[src/rtl/sccb_init_sequencer.sv]
// Power-up register loader for an SCCB/I2C camera: walks a fixed {reg, value}
// table, issuing one write per entry with delays, inter-write gaps and retries.
module sccb_init_sequencer #(
  parameter logic [7:0] DEV_ADDR   = 8'h42,
  parameter int         GAP_CYCLES = 256,
  parameter int         DELAY_UNIT = 50000,
  parameter int         BOOT_WAIT  = 1000,
  parameter int         TIMEOUT    = 65535,
  parameter int         MAX_RETRY  = 3,
  parameter bit         AUTO_START = 1'b1
) (
  input  logic       clk,
  input  logic       res_n,
  input  logic       start,
  input  logic       i2c_busy,
  input  logic       i2c_done,
  input  logic       i2c_nack,
  output logic       wreq,
  output logic [7:0] dev_addr,
  output logic [7:0] waddr,
  output logic [7:0] wdata,
  output logic       busy,
  output logic       done,
  output logic       error,
  output logic [4:0] index
);

  localparam logic [3:0] S_BOOT  = 4'd0;
  localparam logic [3:0] S_IDLE  = 4'd1;
  localparam logic [3:0] S_FETCH = 4'd2;
  localparam logic [3:0] S_ISSUE = 4'd3;
  localparam logic [3:0] S_WAIT  = 4'd4;
  localparam logic [3:0] S_GAP   = 4'd5;
  localparam logic [3:0] S_DELAY = 4'd6;
  localparam logic [3:0] S_DONE  = 4'd7;
  localparam logic [3:0] S_ERROR = 4'd8;

  localparam logic [31:0] BOOT_LEN  = 32'(BOOT_WAIT);
  localparam logic [31:0] GAP_LEN   = 32'(GAP_CYCLES);
  localparam logic [31:0] TMO_LEN   = 32'(TIMEOUT);
  localparam logic [39:0] UNIT_LEN  = 40'(DELAY_UNIT);
  localparam logic [7:0]  RETRY_LIM = 8'(MAX_RETRY);

  // Register FF marks a delay of value*DELAY_UNIT cycles, FE ends the table.
  function automatic logic [15:0] table_entry(input logic [4:0] idx);
    case (idx)
      5'd0:    table_entry = 16'h1280;
      5'd1:    table_entry = 16'hFF01;
      5'd2:    table_entry = 16'h1214;
      5'd3:    table_entry = 16'h40D0;
      5'd4:    table_entry = 16'h8C00;
      5'd5:    table_entry = 16'h1101;
      5'd6:    table_entry = 16'h3A04;
      default: table_entry = 16'hFE00;
    endcase
  endfunction

  logic [3:0]  state_q, state_d;
  logic [31:0] cnt_q, cnt_d;
  logic [7:0]  retry_q, retry_d;
  logic [4:0]  index_q, index_d;
  logic [7:0]  waddr_q, waddr_d;
  logic [7:0]  wdata_q, wdata_d;
  logic        wreq_q, wreq_d;
  logic        busy_q, busy_d;
  logic        done_q, done_d;
  logic        error_q, error_d;
  logic [15:0] entry;
  logic [39:0] delay_len;

  assign entry     = table_entry(index_q);
  assign delay_len = {32'd0, wdata_q} * UNIT_LEN;

  always_comb begin
    state_d = state_q;
    cnt_d   = cnt_q + 32'd1;
    retry_d = retry_q;
    index_d = index_q;
    waddr_d = waddr_q;
    wdata_d = wdata_q;
    wreq_d  = 1'b0;
    case (state_q)
      S_BOOT: begin
        if (cnt_q + 32'd1 >= BOOT_LEN) begin
          state_d = AUTO_START ? S_FETCH : S_IDLE;
          cnt_d   = '0;
        end
      end
      S_IDLE, S_DONE, S_ERROR: begin
        cnt_d = '0;
        if (start) begin
          state_d = S_FETCH;
          index_d = '0;
          retry_d = '0;
        end
      end
      S_FETCH: begin
        cnt_d   = '0;
        waddr_d = entry[15:8];
        wdata_d = entry[7:0];
        if (index_q == 5'd31 || entry[15:8] == 8'hFE) state_d = S_DONE;
        else if (entry[15:8] == 8'hFF)                 state_d = S_DELAY;
        else                                           state_d = S_ISSUE;
      end
      S_ISSUE: begin
        cnt_d = '0;
        if (!i2c_busy) begin
          wreq_d  = 1'b1;
          state_d = S_WAIT;
        end
      end
      S_WAIT: begin
        // A NACK and a timeout are the same failed attempt.
        if (i2c_done && !i2c_nack) begin
          state_d = S_GAP;
          cnt_d   = '0;
          index_d = index_q + 5'd1;
          retry_d = '0;
        end else if ((i2c_done && i2c_nack) || (cnt_q + 32'd1 >= TMO_LEN)) begin
          cnt_d   = '0;
          retry_d = retry_q + 8'd1;
          state_d = (retry_q + 8'd1 == RETRY_LIM) ? S_ERROR : S_GAP;
        end
      end
      S_GAP: begin
        if (cnt_q + 32'd1 >= GAP_LEN) begin
          state_d = S_FETCH;
          cnt_d   = '0;
        end
      end
      S_DELAY: begin
        if ({8'd0, cnt_q} + 40'd1 >= delay_len) begin
          state_d = S_FETCH;
          cnt_d   = '0;
          index_d = index_q + 5'd1;
        end
      end
      default: state_d = S_BOOT;
    endcase
    busy_d  = !(state_d == S_BOOT || state_d == S_IDLE ||
                state_d == S_DONE || state_d == S_ERROR);
    done_d  = (state_d == S_DONE);
    error_d = (state_d == S_ERROR);
  end

  always_ff @(posedge clk) begin
    if (!res_n) begin
      state_q <= S_BOOT;
      cnt_q   <= '0;
      retry_q <= '0;
      index_q <= '0;
      waddr_q <= '0;
      wdata_q <= '0;
      wreq_q  <= 1'b0;
      busy_q  <= 1'b0;
      done_q  <= 1'b0;
      error_q <= 1'b0;
    end else begin
      state_q <= state_d;
      cnt_q   <= cnt_d;
      retry_q <= retry_d;
      index_q <= index_d;
      waddr_q <= waddr_d;
      wdata_q <= wdata_d;
      wreq_q  <= wreq_d;
      busy_q  <= busy_d;
      done_q  <= done_d;
      error_q <= error_d;
    end
  end

  assign wreq     = wreq_q;
  assign dev_addr = DEV_ADDR;
  assign waddr    = waddr_q;
  assign wdata    = wdata_q;
  assign busy     = busy_q;
  assign done     = done_q;
  assign error    = error_q;
  assign index    = index_q;

endmodule
[config.mk]
export PLATFORM = sky130hd
export DESIGN_NAME = sccb_init_sequencer
export DESIGN_NICKNAME = d
export VERILOG_FILES = /design/src/rtl/sccb_init_sequencer.sv
export SDC_FILE = /design/constraint.sdc
export NUM_CORES = 1
export LEC_CHECK = 0
export BUFFER_PORTS_ARGS = -buffer_cell sky130_fd_sc_hd__buf_2
export CAP_MARGIN = 20
export CORE_MARGIN = 2
export CORE_UTILIZATION = 55
export DETAILED_ROUTE_END_ITERATION = 16
export GPL_TIMING_DRIVEN = 1
export PLACE_DENSITY = 0.81
export SLEW_MARGIN = 10
export SYNTH_ARGS = -nofsm -noshare
export SYNTH_HDL_FRONTEND = slang
export SYNTH_SLANG_ARGS = --single-unit
[constraint.sdc]
create_clock -name clk -period 10.8 [get_ports clk]
set_input_delay 1.08 -clock clk [delete_from_list [all_inputs] [get_ports clk]]
set_output_delay 1.08 -clock clk [all_outputs]
set_load 0.005 [all_outputs]
==> impl_metrics.py <==
metrics = {
    "outcome": {
        "status": "complete, no violations",
    },
    "power": {
        "leakagePower_uw": 0.00248,
        "ir_drop_mv": 0.0901,
        "powerDensity_nw_per_um2": 79.0,
    },
    "sta": {
        "min_period_over_period_pct": 51.3,
        "period_minus_slack_ps": 5540,
        "max_freq_mhz": 181,
        "fin_worst_skew_ps": 8.51,
        "grt_setup_unrepaired": "false",
        "slew_headroom_pct": 31.0,
        "slew_viol_final": 0,
        "tightest_slew_ps": 1030,
        "fin_tns_setup_ps": 0,
        "setup_violations": 0,
        "hold_viol": 0,
    },
    "clock_tree": {
        "path_clk_slew_ps": 70,
        "cts_tree": "built",
        "cts-buffers-inserted": 9,
        "cts_num_sinks": 64,
        "h-tree-depth": 3,
        "cts-root-buf": "clkbuf_8",
        "post_cts_buffers": 0,
        "cts_hold_buf": 0,
        "clkLatencyLatePin_ps": 350,
        "cts_max_path_buffers": 2,
        "cts_resized": 0,
    },
    "floorplanning": {
        "dieArea_um2": 10400,
        "coreArea_um2": 9240,
        "ioPinCount": 39,
        "start_util_pct": 56.9,
        "die_w_um": 102,
        "rows": 35,
        "fp.dieH_um": 102,
    },
    "drt": {
        "num_vias": 4628,
        "dr.first_iter.drc_count": 256,
        "vias_per_cell": 6.01,
        "ant_nets": 0,
        "drtPass1Iterations": 5,
        "drcViolationCount": 0,
        "wl_per_cell_um": 15.6,
        "wl_mm": 12.0,
    },
    "placement": {
        "place.gp.congestion": 0.966,
        "portBuffers": 27,
        "dpl_cell_area_um2": 5350,
        "place_inst": 754,
        "dp_hpwl_mm": 9.12,
    },
    "cells_and_area": {
        "fin_nets": 706,
        "final_common_cell": "dfxtp_1",
        "drive_gt1_share_pct": 10.5,
        "final_area_um2": 5520,
        "area_growth_pct": 4.85,
        "instances_no_fill": 770,
        "final_cell_mix": "dfxtp_1, ha_1, nor2_1",
        "antenna_cells": 0,
    },
    "critical_path": {
        "cp-end-kind": "flop",
        "critPathCapture": "index[0]",
        "cp_slowest_cell": "o21ai_1",
        "cp_num_buf_inv": 0,
        "worstPathMaxFanout": 8,
        "reg2regPathDepth": 23,
        "criticalPathCategory": "reg2reg",
        "reg2reg_from": "wdata[2]",
        "path_delay_family": "compound AO/OA/AOI/OAI gates",
        "cp.arrival_ps": 5760,
        "critPathRequiredTime_ps": 11030,
        "worstSetupStartpoint": "wdata[2]",
        "r2r-end": "index[0]",
        "cp.depth": 23,
        "startpoint_type": "flop",
        "reg2reg_slack_ps": 5260,
        "path_cells": "ha_1 > ha_1 > fa_1 > ha_1 > a21o_1 > a31o_2 > a21o_1 > a21o_1 > a21o_1 > a21oi_1 > o21bai_1 > nand2_1 > xnor2_1 > ha_1 > nand3_1 > o21ai_0 > o221ai_1 > o21ai_0 > a31o_2 > o21ai_1 > nor2_1 > mux2i_1 > nor2_1",
        "max_stage_delay_ps": 490,
    },
    "global_routing": {
        "grt_usage_pct": 24.5,
        "grt_max_degree": 33,
        "antenna_found_initial": 0,
        "grt_pass1_wl_mm": 20.3,
        "grt_overflow": 0,
        "grt_pass1_vias": 4419,
    },
    "synthesis": {
        "synth_area_um2": 5260,
        "seq_area_frac_synth_pct": 24.4,
        "synthArstFlopShare_pct": 0,
        "synth.distinct_cells": 72,
        "synthSimpleGateAreaFrac_pct": 27.5,
        "ys_dominant_reg_cell": "dfxtp_1",
        "syn_avg_cell_area_um2": 8.35,
        "ys_warn_count": 0,
        "synth_enable_flop_cells": 0,
        "ys_ff_latch": 64,
        "synth_top_family_by_area": "simple AND/OR/NAND/NOR gates",
        "synth_compound_area_share_pct": 16.5,
        "synth-xor-area-share_pct": 7.66,
        "muxShareOfSynthArea_pct": 1.14,
        "synthesis.instances": 630,
        "synth_fa_ha_area_share_pct": 15.7,
    },
    "job": {
        "drv_cap": 0,
    },
    "hold_path": {
        "hold_class": "reg2reg",
    },
}
==> worst register-to-register path, delay by kind of cell (launching register included) <==
family | cells | cell delay, ps
xor gates and xnor gates | 1 | 120
AOI/OAI and AO/OA | 12 | 2650
DFF | 1 | 480
muxes | 1 | 160
and+or+nand+nor | 4 | 440
adders and majority gates | 5 | 1560
==> sequential cells by signal, indices dropped and copies added, names as in the netlist <==
name and count:
wdata 4, retry_q 8, cnt_q 32, state_q 4
waddr 7, wreq 1, done 1, busy 1
index 5, error 1
==> where the power goes <==
part | switching (uW) | total (uW) | internal [uW]
Sequential | 2.18 | 239 | 237
Combinational | 10.0 | 13.9 | 3.90
Clock | 93.5 | 183 | 89.0
==> final cells by class <==
cell class | instances | area [um2]
Sequential cell | 64 | 1280
Multi-Input combinational cell | 501 | 3640
Fill cell | 794 | 3720
Clock inverter | 3 | 17.5
Timing Repair Buffer | 28 | 143
Clock buffer | 13 | 149
Inverter | 32 | 120
Tap cell | 129 | 161
==> cells by family after synthesis <==
logic type / Yosys count
XOR/XNOR: 46
AO/OA/AOI/OAI: 122
adder cells (fa/ha/maj): 64
buffers and inverters: 74
AND/OR/NAND/NOR: 252
other: 2
multiplexers: 6
flip-flops: 64
==> how the worst min path moves through the flow <==
stage | startpoint | to | slack, ps | cells past startpoint
6_report | waddr[4] | waddr[4] | 520 | 2
2_1_floorplan | cnt_q[0] | cnt_q[0] | 470 | 1
3_5_place_dp | waddr[4] | waddr[4] | 500 | 2
4_1_cts | waddr[4] | waddr[4] | 520 | 2
3_3_place_gp | waddr[4] | waddr[4] | 500 | 2
5_1_grt | index[4] | index[4] | 550 | 2
==> synthesized netlist by cell type, types with 4 or more instances <==
master / n / area share [%]
a21oi_1: 26 / 2.5
nand2_1: 36 / 2.6
nor2b_1: 23 / 2.7
a31oi_1: 13 / 1.5
xnor2_1: 33 / 5.5
xor2_1: 13 / 2.2
or2_2: 5 / 0.59
nor3b_1: 5 / 0.71
a21o_1: 9 / 1.3
o2111ai_1: 4 / 0.67
clkbuf_1: 15 / 1.1
nand3_1: 29 / 2.8
o21ai_0: 18 / 1.7
dfxtp_1: 64 / 24
ha_1: 61 / 15
or3_1: 5 / 0.59
inv_1: 31 / 2.2
nor4_1: 7 / 0.83
nor2_1: 53 / 3.8
o211ai_1: 5 / 0.71
nand2b_1: 7 / 0.83
and2_1: 5 / 0.59
nor3_1: 20 / 1.9
o21bai_1: 4 / 0.57
mux2i_1: 6 / 1.1
a211oi_1: 6 / 0.86
nand4_1: 10 / 1.2
buf_2: 6 / 0.57
o211a_1: 6 / 1.1
and3_1: 16 / 1.9
and4_1: 5 / 0.83
buf_4: 17 / 2.4
==> routing by layer <==
| metal | vias up | routed length [um] | track usage, % | share of wire [%] |
|---|---|---|---|---|
| li1 | 2266 | - | - | - |
| met1 | 2173 | 5190 | 30.7 | 43 |
| met2 | 159 | 5840 | 41.4 | 49 |
| met3 | 30 | 656 | 4.21 | 5.5 |
| met4 | 0 | 344 | 10.4 | 2.9 |
| met5 | - | 0 | 0 | 0 |
==> stage by stage <==
stage	power, uW	util (%)	hold WS, ps	setup WS [ps]
floorplan	257	-	474	5850
global placement	258	57.9	497	5670
detailed placement	258	57.9	504	5320
CTS	440	59.7	523	5310
global route	451	59.7	555	4920
finish	436	59.7	520	5260
(Power assumes the default switching activity.)
